<file path="config.mk">
export PLATFORM = sky130hd
export DESIGN_NAME = viewport_ctrl
export DESIGN_NICKNAME = d
export VERILOG_FILES = /design/src/rtl/viewport_ctrl.sv
export SDC_FILE = /design/constraint.sdc
export NUM_CORES = 1
export LEC_CHECK = 0
export BUFFER_PORTS_ARGS = -buffer_cell sky130_fd_sc_hd__buf_4
export CAP_MARGIN = 0
export CORE_MARGIN = 8
export CORE_UTILIZATION = 54
export DETAILED_ROUTE_END_ITERATION = 10
export GPL_TIMING_DRIVEN = 0
export PLACE_DENSITY = 0.76
export SLEW_MARGIN = 20
export SYNTH_ARGS = -nofsm -noshare
export SYNTH_HDL_FRONTEND = slang
export SYNTH_SLANG_ARGS = --single-unit
</file>
<file path="constraint.sdc">
create_clock -name clk -period 9.6 [get_ports clk]
set_input_delay 1.92 -clock clk [delete_from_list [all_inputs] [get_ports clk]]
set_output_delay 1.92 -clock clk [all_outputs]
set_load 0.02 [all_outputs]
</file>
<file path="src/rtl/viewport_ctrl.sv">
// Per-frame viewport sequencer: starts a frame, waits for the scheduler, then computes the
// next auto-zoomed viewport with a shift-add multiplier. Optional ramp: VIEWPORT_ITER_RAMP_EN.
module viewport_ctrl #(
   parameter int               WIDTH        = 32,
   parameter int               ITER_W       = 16,
   parameter int               H_RES        = 320,
   parameter int               V_RES        = 172,
   parameter int               ZOOM_SHIFT   = 6,
   parameter logic [WIDTH-1:0] TARGET_RE    = 32'hF4147AE1,
   parameter logic [WIDTH-1:0] TARGET_IM    = 32'h01CFDF3B,
   parameter logic [WIDTH-1:0] DEF_RE_START = 32'hE0000000,
   parameter logic [WIDTH-1:0] DEF_IM_START = 32'hF319999A,
   parameter logic [WIDTH-1:0] DEF_STEP     = 32'h00266666,
   parameter int               DEF_MAX_ITER = 256,
   parameter int               MAX_ITER_CAP = 1024
) (
   input  logic                    clk,
   input  logic                    rst,
   input  logic                    run,
   input  logic                    frame_busy,
   input  logic                    frame_done,
   output logic                    frame_start,
   output logic signed [WIDTH-1:0] c_re_start,
   output logic signed [WIDTH-1:0] c_im_start,
   output logic signed [WIDTH-1:0] step,
   output logic [ITER_W-1:0]       max_iter,
   output logic                    wrap
);

   localparam int                  MUL_BITS  = 9;
   localparam logic [MUL_BITS-1:0] HALF_H    = MUL_BITS'(H_RES / 2);
   localparam logic [MUL_BITS-1:0] HALF_V    = MUL_BITS'(V_RES / 2);
   localparam logic [3:0]          LAST_BIT  = 4'(MUL_BITS - 1);
   localparam logic [ITER_W-1:0]   ITER_HOME =
      ITER_W'((DEF_MAX_ITER < MAX_ITER_CAP) ? DEF_MAX_ITER : MAX_ITER_CAP);

   typedef enum logic [2:0] {
      S_BOOT,
      S_HOLD,
      S_START,
      S_WAIT,
      S_CALC,
      S_MUL,
      S_UPDATE
   } state_t;

   state_t state_reg;
   state_t state_next;

   logic                    boot_hold_reg;
   logic signed [WIDTH-1:0] step_reg;
   logic signed [WIDTH-1:0] re_reg;
   logic signed [WIDTH-1:0] im_reg;
   logic signed [WIDTH-1:0] nstep_reg;
   logic [WIDTH-1:0]        mcand_reg;
   logic [MUL_BITS-1:0]     hmul_reg;
   logic [MUL_BITS-1:0]     vmul_reg;
   logic [3:0]              bit_reg;
   logic [WIDTH-1:0]        acc_h_reg;
   logic [WIDTH-1:0]        acc_v_reg;
   logic                    wrap_flag_reg;
   logic                    wrap_reg;
   logic signed [WIDTH-1:0] nstep_calc;

   assign nstep_calc = step_reg - (step_reg >>> ZOOM_SHIFT);

   // Reset release is delayed by one edge so BOOT always sees a clean, settled cycle.
   always_ff @(posedge clk or posedge rst) begin
      if (rst) begin
         boot_hold_reg <= 1'b1;
      end else begin
         boot_hold_reg <= 1'b0;
      end
   end

   always_ff @(posedge clk or posedge rst) begin
      if (rst) begin
         state_reg <= S_BOOT;
      end else begin
         state_reg <= state_next;
      end
   end

   always_comb begin
      state_next  = state_reg;
      frame_start = 1'b0;
      case (state_reg)
         S_BOOT: begin
            if (!boot_hold_reg) begin
               state_next = S_HOLD;
            end
         end
         S_HOLD: begin
            if (run) begin
               state_next = S_START;
            end
         end
         S_START: begin
            frame_start = 1'b1;
            state_next  = S_WAIT;
         end
         S_WAIT: begin
            if (frame_done && !frame_busy) begin
               state_next = S_CALC;
            end
         end
         S_CALC: begin
            state_next = S_MUL;
         end
         S_MUL: begin
            if (bit_reg == LAST_BIT) begin
               state_next = S_UPDATE;
            end
         end
         S_UPDATE: begin
            state_next = S_HOLD;
         end
         default: begin
            state_next = S_BOOT;
         end
      endcase
   end

   // Multiplicand shifts left while the half-resolution multipliers shift right,
   // so each MUL cycle only needs to look at bit 0.
   always_ff @(posedge clk or posedge rst) begin
      if (rst) begin
         nstep_reg     <= '0;
         mcand_reg     <= '0;
         hmul_reg      <= '0;
         vmul_reg      <= '0;
         bit_reg       <= '0;
         acc_h_reg     <= '0;
         acc_v_reg     <= '0;
         wrap_flag_reg <= 1'b0;
      end else begin
         case (state_reg)
            S_CALC: begin
               nstep_reg     <= nstep_calc;
               mcand_reg     <= nstep_calc;
               hmul_reg      <= HALF_H;
               vmul_reg      <= HALF_V;
               bit_reg       <= '0;
               acc_h_reg     <= '0;
               acc_v_reg     <= '0;
               wrap_flag_reg <= (nstep_calc == step_reg) || nstep_calc[WIDTH-1] ||
                                (nstep_calc == '0);
            end
            S_MUL: begin
               acc_h_reg <= acc_h_reg + (hmul_reg[0] ? mcand_reg : '0);
               acc_v_reg <= acc_v_reg + (vmul_reg[0] ? mcand_reg : '0);
               mcand_reg <= mcand_reg << 1;
               hmul_reg  <= hmul_reg >> 1;
               vmul_reg  <= vmul_reg >> 1;
               bit_reg   <= bit_reg + 4'd1;
            end
            default: begin
            end
         endcase
      end
   end

   // Viewport registers change only in UPDATE, which is unreachable while a frame is in flight.
   always_ff @(posedge clk or posedge rst) begin
      if (rst) begin
         step_reg <= DEF_STEP;
         re_reg   <= DEF_RE_START;
         im_reg   <= DEF_IM_START;
         wrap_reg <= 1'b0;
      end else begin
         wrap_reg <= 1'b0;
         if (state_reg == S_UPDATE) begin
            if (wrap_flag_reg) begin
               step_reg <= DEF_STEP;
               re_reg   <= DEF_RE_START;
               im_reg   <= DEF_IM_START;
               wrap_reg <= 1'b1;
            end else begin
               step_reg <= nstep_reg;
               re_reg   <= TARGET_RE - acc_h_reg;
               im_reg   <= TARGET_IM - acc_v_reg;
            end
         end
      end
   end

`ifdef VIEWPORT_ITER_RAMP_EN
   localparam logic [ITER_W-1:0] ITER_CAP = ITER_W'(MAX_ITER_CAP);

   logic [ITER_W-1:0] iter_reg;

   always_ff @(posedge clk or posedge rst) begin
      if (rst) begin
         iter_reg <= ITER_HOME;
      end else if (state_reg == S_UPDATE) begin
         if (wrap_flag_reg) begin
            iter_reg <= ITER_HOME;
         end else if (iter_reg < ITER_CAP) begin
            iter_reg <= iter_reg + ITER_W'(1);
         end
      end
   end

   assign max_iter = iter_reg;
`else
   assign max_iter = ITER_HOME;
`endif

   assign step       = step_reg;
   assign c_re_start = re_reg;
   assign c_im_start = im_reg;
   assign wrap       = wrap_reg;

endmodule

</file>
==> out/results.ini <==
[drt]
routed_via_density = 6.05
drt_iter0_markers = 982
wirelength_mm = 51.6
wl_per_cell_microns = 20.6
ant_nets = 0
vias = 15100
drt-pass1-iter-count = 5
drc = 0

[synthesis]
synthArstFlopShare_pct = 100
synthTopCellsByArea = dfrtp_1, ha_1, o21ai_0, nand2_1, dfstp_2
yosys.area.top_type_share_pct = 32.0
synth_top_family_by_area = compound AO/OA/AOI/OAI gates
syn_inst = 1941
synth_simple_gate_area_share_pct = 19.2
netlist_area_sq_um = 16600
synth_top_area_cell = dfrtp_1
ys_warn_count = 0
synth_mux_area_share_pct = 0.368
yosys.area_share.adder_pct = 7.65
synth_edf_count = 0
synth_ff_type = dfrtp_1
synth-xor-area-share_pct = 8.06
syn_area_per_cell_sq_um = 8.58
ys_seq_area_share_pct = 37.1
ys_seq_elements = 245
synth_compound_area_share_pct = 23.2
yosysUniqueCellTypes = 92

[sta]
fmax_mhz = 205
rsz0062_at_grt = false
fin_worst_skew_ps = 26.8
setup_viol = 0
final.min_clock_period_ps = 4880
drv_slew = 0
worst_pin_slew_ps = 1050
finalHoldViolations = 0
fin_crit_sh_pct = 50.9
max_slew_margin_pct = 29.7

[flow_run]
maxCapViolCount = 0

[run_status]
outcome = complete, no violations

[die]
die_w_microns = 192
num_io_pins = 119
die_y_microns = 192
initial_core_util_pct = 54.6
fp.dieArea_sq_um = 36700
core_region_area_sq_um = 30500
rows = 64

[cells_and_area]
drive_above_1_share_pct = 11.6
final_area_sq_um = 19000
diodes = 0
utilization_pct = 62.3
area_growth_pct = 14.1
nets = 2192
fill_cells = 2676

[critical_path]
cp_top_family = simple AND/OR/NAND/NOR gates
cp_data_arrival_time_ps = 5330
critPathCaptureType = flip-flop
cp_slowest_cell = a2111oi_0
cp.required_ps = 10050
critPathMaxFanout = 5
path_class = flip-flop to flip-flop
crit_chain = ha_1, inv_1, fa_1, xor2_1, or4_1, a2111oi_0, nand4_1, nor4_1, o211ai_1, nor4_1, and4_1, and4b_1, nand4_1, o21ai_2
cp_num_buf_inv = 1
cp-start-kind = flip-flop
slowest_delay_ps = 660

[global_route]
grtUsageTotal_pct = 27.7
busiest_layer = met2
grt_max_degree = 97
grt_util_met3_pct = 2.98
grt.overflow.total = 0
gr-usage-met2_pct = 47.2
antenna_found_initial = 1
grt_pass1_vias = 15000
grt_pass1_wl_mm = 81.1
use_met1_pct = 34.9

[clocking]
cts_sinks = 245
cts_setup_buffers = 0
insertion_delay_ps = 540
cts-resized-gates = 0
path_clk_slew_ps = 70
cts_hold_buf = 0
htree_levels = 1
cts_tree = yes
max-clock-path-buffers = 3
numCtsBuffers = 25
cts-root-buf = clkbuf_16

[placed_design]
place.gp.congestion = 0.937
post_dp_cell_area_sq_um = 18000
post-dp-hpwl_mm = 40.0
portBuffers = 102

[power_and_ir_drop]
peakVddDrop_mv = 0.365
seqPwrFrac_pct = 22.5
p_int_mw = 4.08
power_density_nw_per_um2 = 431
p_sw_mw = 4.10
swShare_pct = 50.1
power_leakage_nw = 8.73
combPwrFrac_pct = 63.6
power.clock.fraction_pct = 13.9

[hold_path]
holdCritPathClass = flip-flop to flip-flop

[synthesized netlist by cell type (12+ instances only)]
cell type  instances
a21o_1            34
dfrtp_1          213
or3_1             18
xor2_1            52
buf_4             16
a31oi_1           16
or2_2             12
xnor2_1           89
o21a_1            24
and2_1            76
nor2_1           123
inv_1             63
nand4_1           17
o21ai_0          201
nor2b_1           20
nand2_1          268
and3_1            13
o211ai_1          19
a21oi_1          127
nor3_1            28
clkbuf_1          88
o31ai_1           26
nand3_1           42
dfstp_2           32
a22o_1            33
nand2b_1          12
ha_1              97
a211oi_1          12
[metal layers]
metal,vias to the layer above,wire length [microns],share of wire [%]
li1,7162,-,-
met1,7388,21600,42
met2,466,24700,48
met3,125,2620,5.1
met4,2,2640,5.1
met5,-,13,0.025
[cell usage in the layout (no fill, tap or decap), types with 24 or more instances in the layout]
cell type / Yosys / layout
a21o_1: 34 / 34
buf_4: 16 / 118
ha_1: 97 / 97
nand2_1: 268 / 268
inv_1: 63 / 62
dfrtp_1: 213 / 213
a22o_1: 33 / 33
dfstp_2: 32 / 32
a21oi_1: 127 / 127
nand3_1: 42 / 42
xnor2_1: 89 / 89
o31ai_1: 26 / 26
nor2_1: 123 / 123
o21a_1: 24 / 24
nor3_1: 28 / 28
and2_1: 76 / 76
o21ai_0: 201 / 201
clkbuf_1: 88 / 88
xor2_1: 52 / 52
clkbuf_16: 0 / 25
[cell type report]
cell class	count	area, sq um	area share (%)
Buffer	115	509	2.68
Clock buffer	29	681	3.58
Inverter	63	244	1.28
Tap cell	396	495	2.61
Clock inverter	17	278	1.46
Sequential cell	245	6170	32.5
Multi-Input combinational cell	1533	9800	51.6
Timing Repair Buffer	104	821	4.32
[worst paths after layout]
kind | endpoint | slack (ps) | depth (start not counted) | start
max | wrap_flag_reg | 4720 | 14 | step[6]
min | nstep_reg[1] | 480 | 2 | nstep_reg[1]
max reg2reg | wrap_flag_reg | 4720 | 14 | step[6]
min reg2reg | nstep_reg[1] | 480 | 2 | nstep_reg[1]
max in group asynchronous | c_re_start[17] | 6920 | 4 | rst
min in group asynchronous | acc_v_reg[0] | 1390 | 2 | rst
[through the flow]
step / setup WS (ps) / power (mW) / setup TNS [ps] / hold slack (ps) / instances
floorplan: 1000 / 5.39 / 0 / 440 / 1956
global placement: -1670 / 6.87 / -350730 / 452 / 2454
detailed placement: 4730 / 6.96 / 0 / 458 / 2456
CTS: 4680 / 8.12 / 0 / 482 / 2502
global route: 4530 / 8.70 / 0 / 500 / 2502
finish: 4720 / 8.18 / 0 / 480 / 2502
[power by group through the flow]
stage / combinational [mW] / clock [mW] / sequential (mW)
6_report: 5.20 / 1.14 / 1.84
2_1_floorplan: 3.52 / 0 / 1.86
3_3_place_gp: 5.05 / 0 / 1.83
3_5_place_dp: 5.12 / 0 / 1.84
5_1_grt: 5.63 / 1.19 / 1.88
4_1_cts: 5.14 / 1.15 / 1.83
[worst register-to-register path, stage by stage (launching register included)]
cell       delay [ps]
dfstp_2           630
ha_1              210
inv_1              60
fa_1              530
xor2_1            190
or4_1             510
a2111oi_0         660
nand4_1           160
nor4_1            380
o211ai_1          140
nor4_1            580
and4_1            300
and4b_1           200
nand4_1           110
o21ai_2           140
[cell families after synthesis]
| logic type | Yosys count |
|---|---|
| adder cells (fa/ha/maj) | 100 |
| AND/OR/NAND/NOR | 666 |
| AO/OA/AOI/OAI | 598 |
| buffers and inverters | 178 |
| multiplexers | 6 |
| XOR/XNOR | 146 |
| flip-flops | 245 |
| other | 2 |
Power figures use the tool's default switching activity.
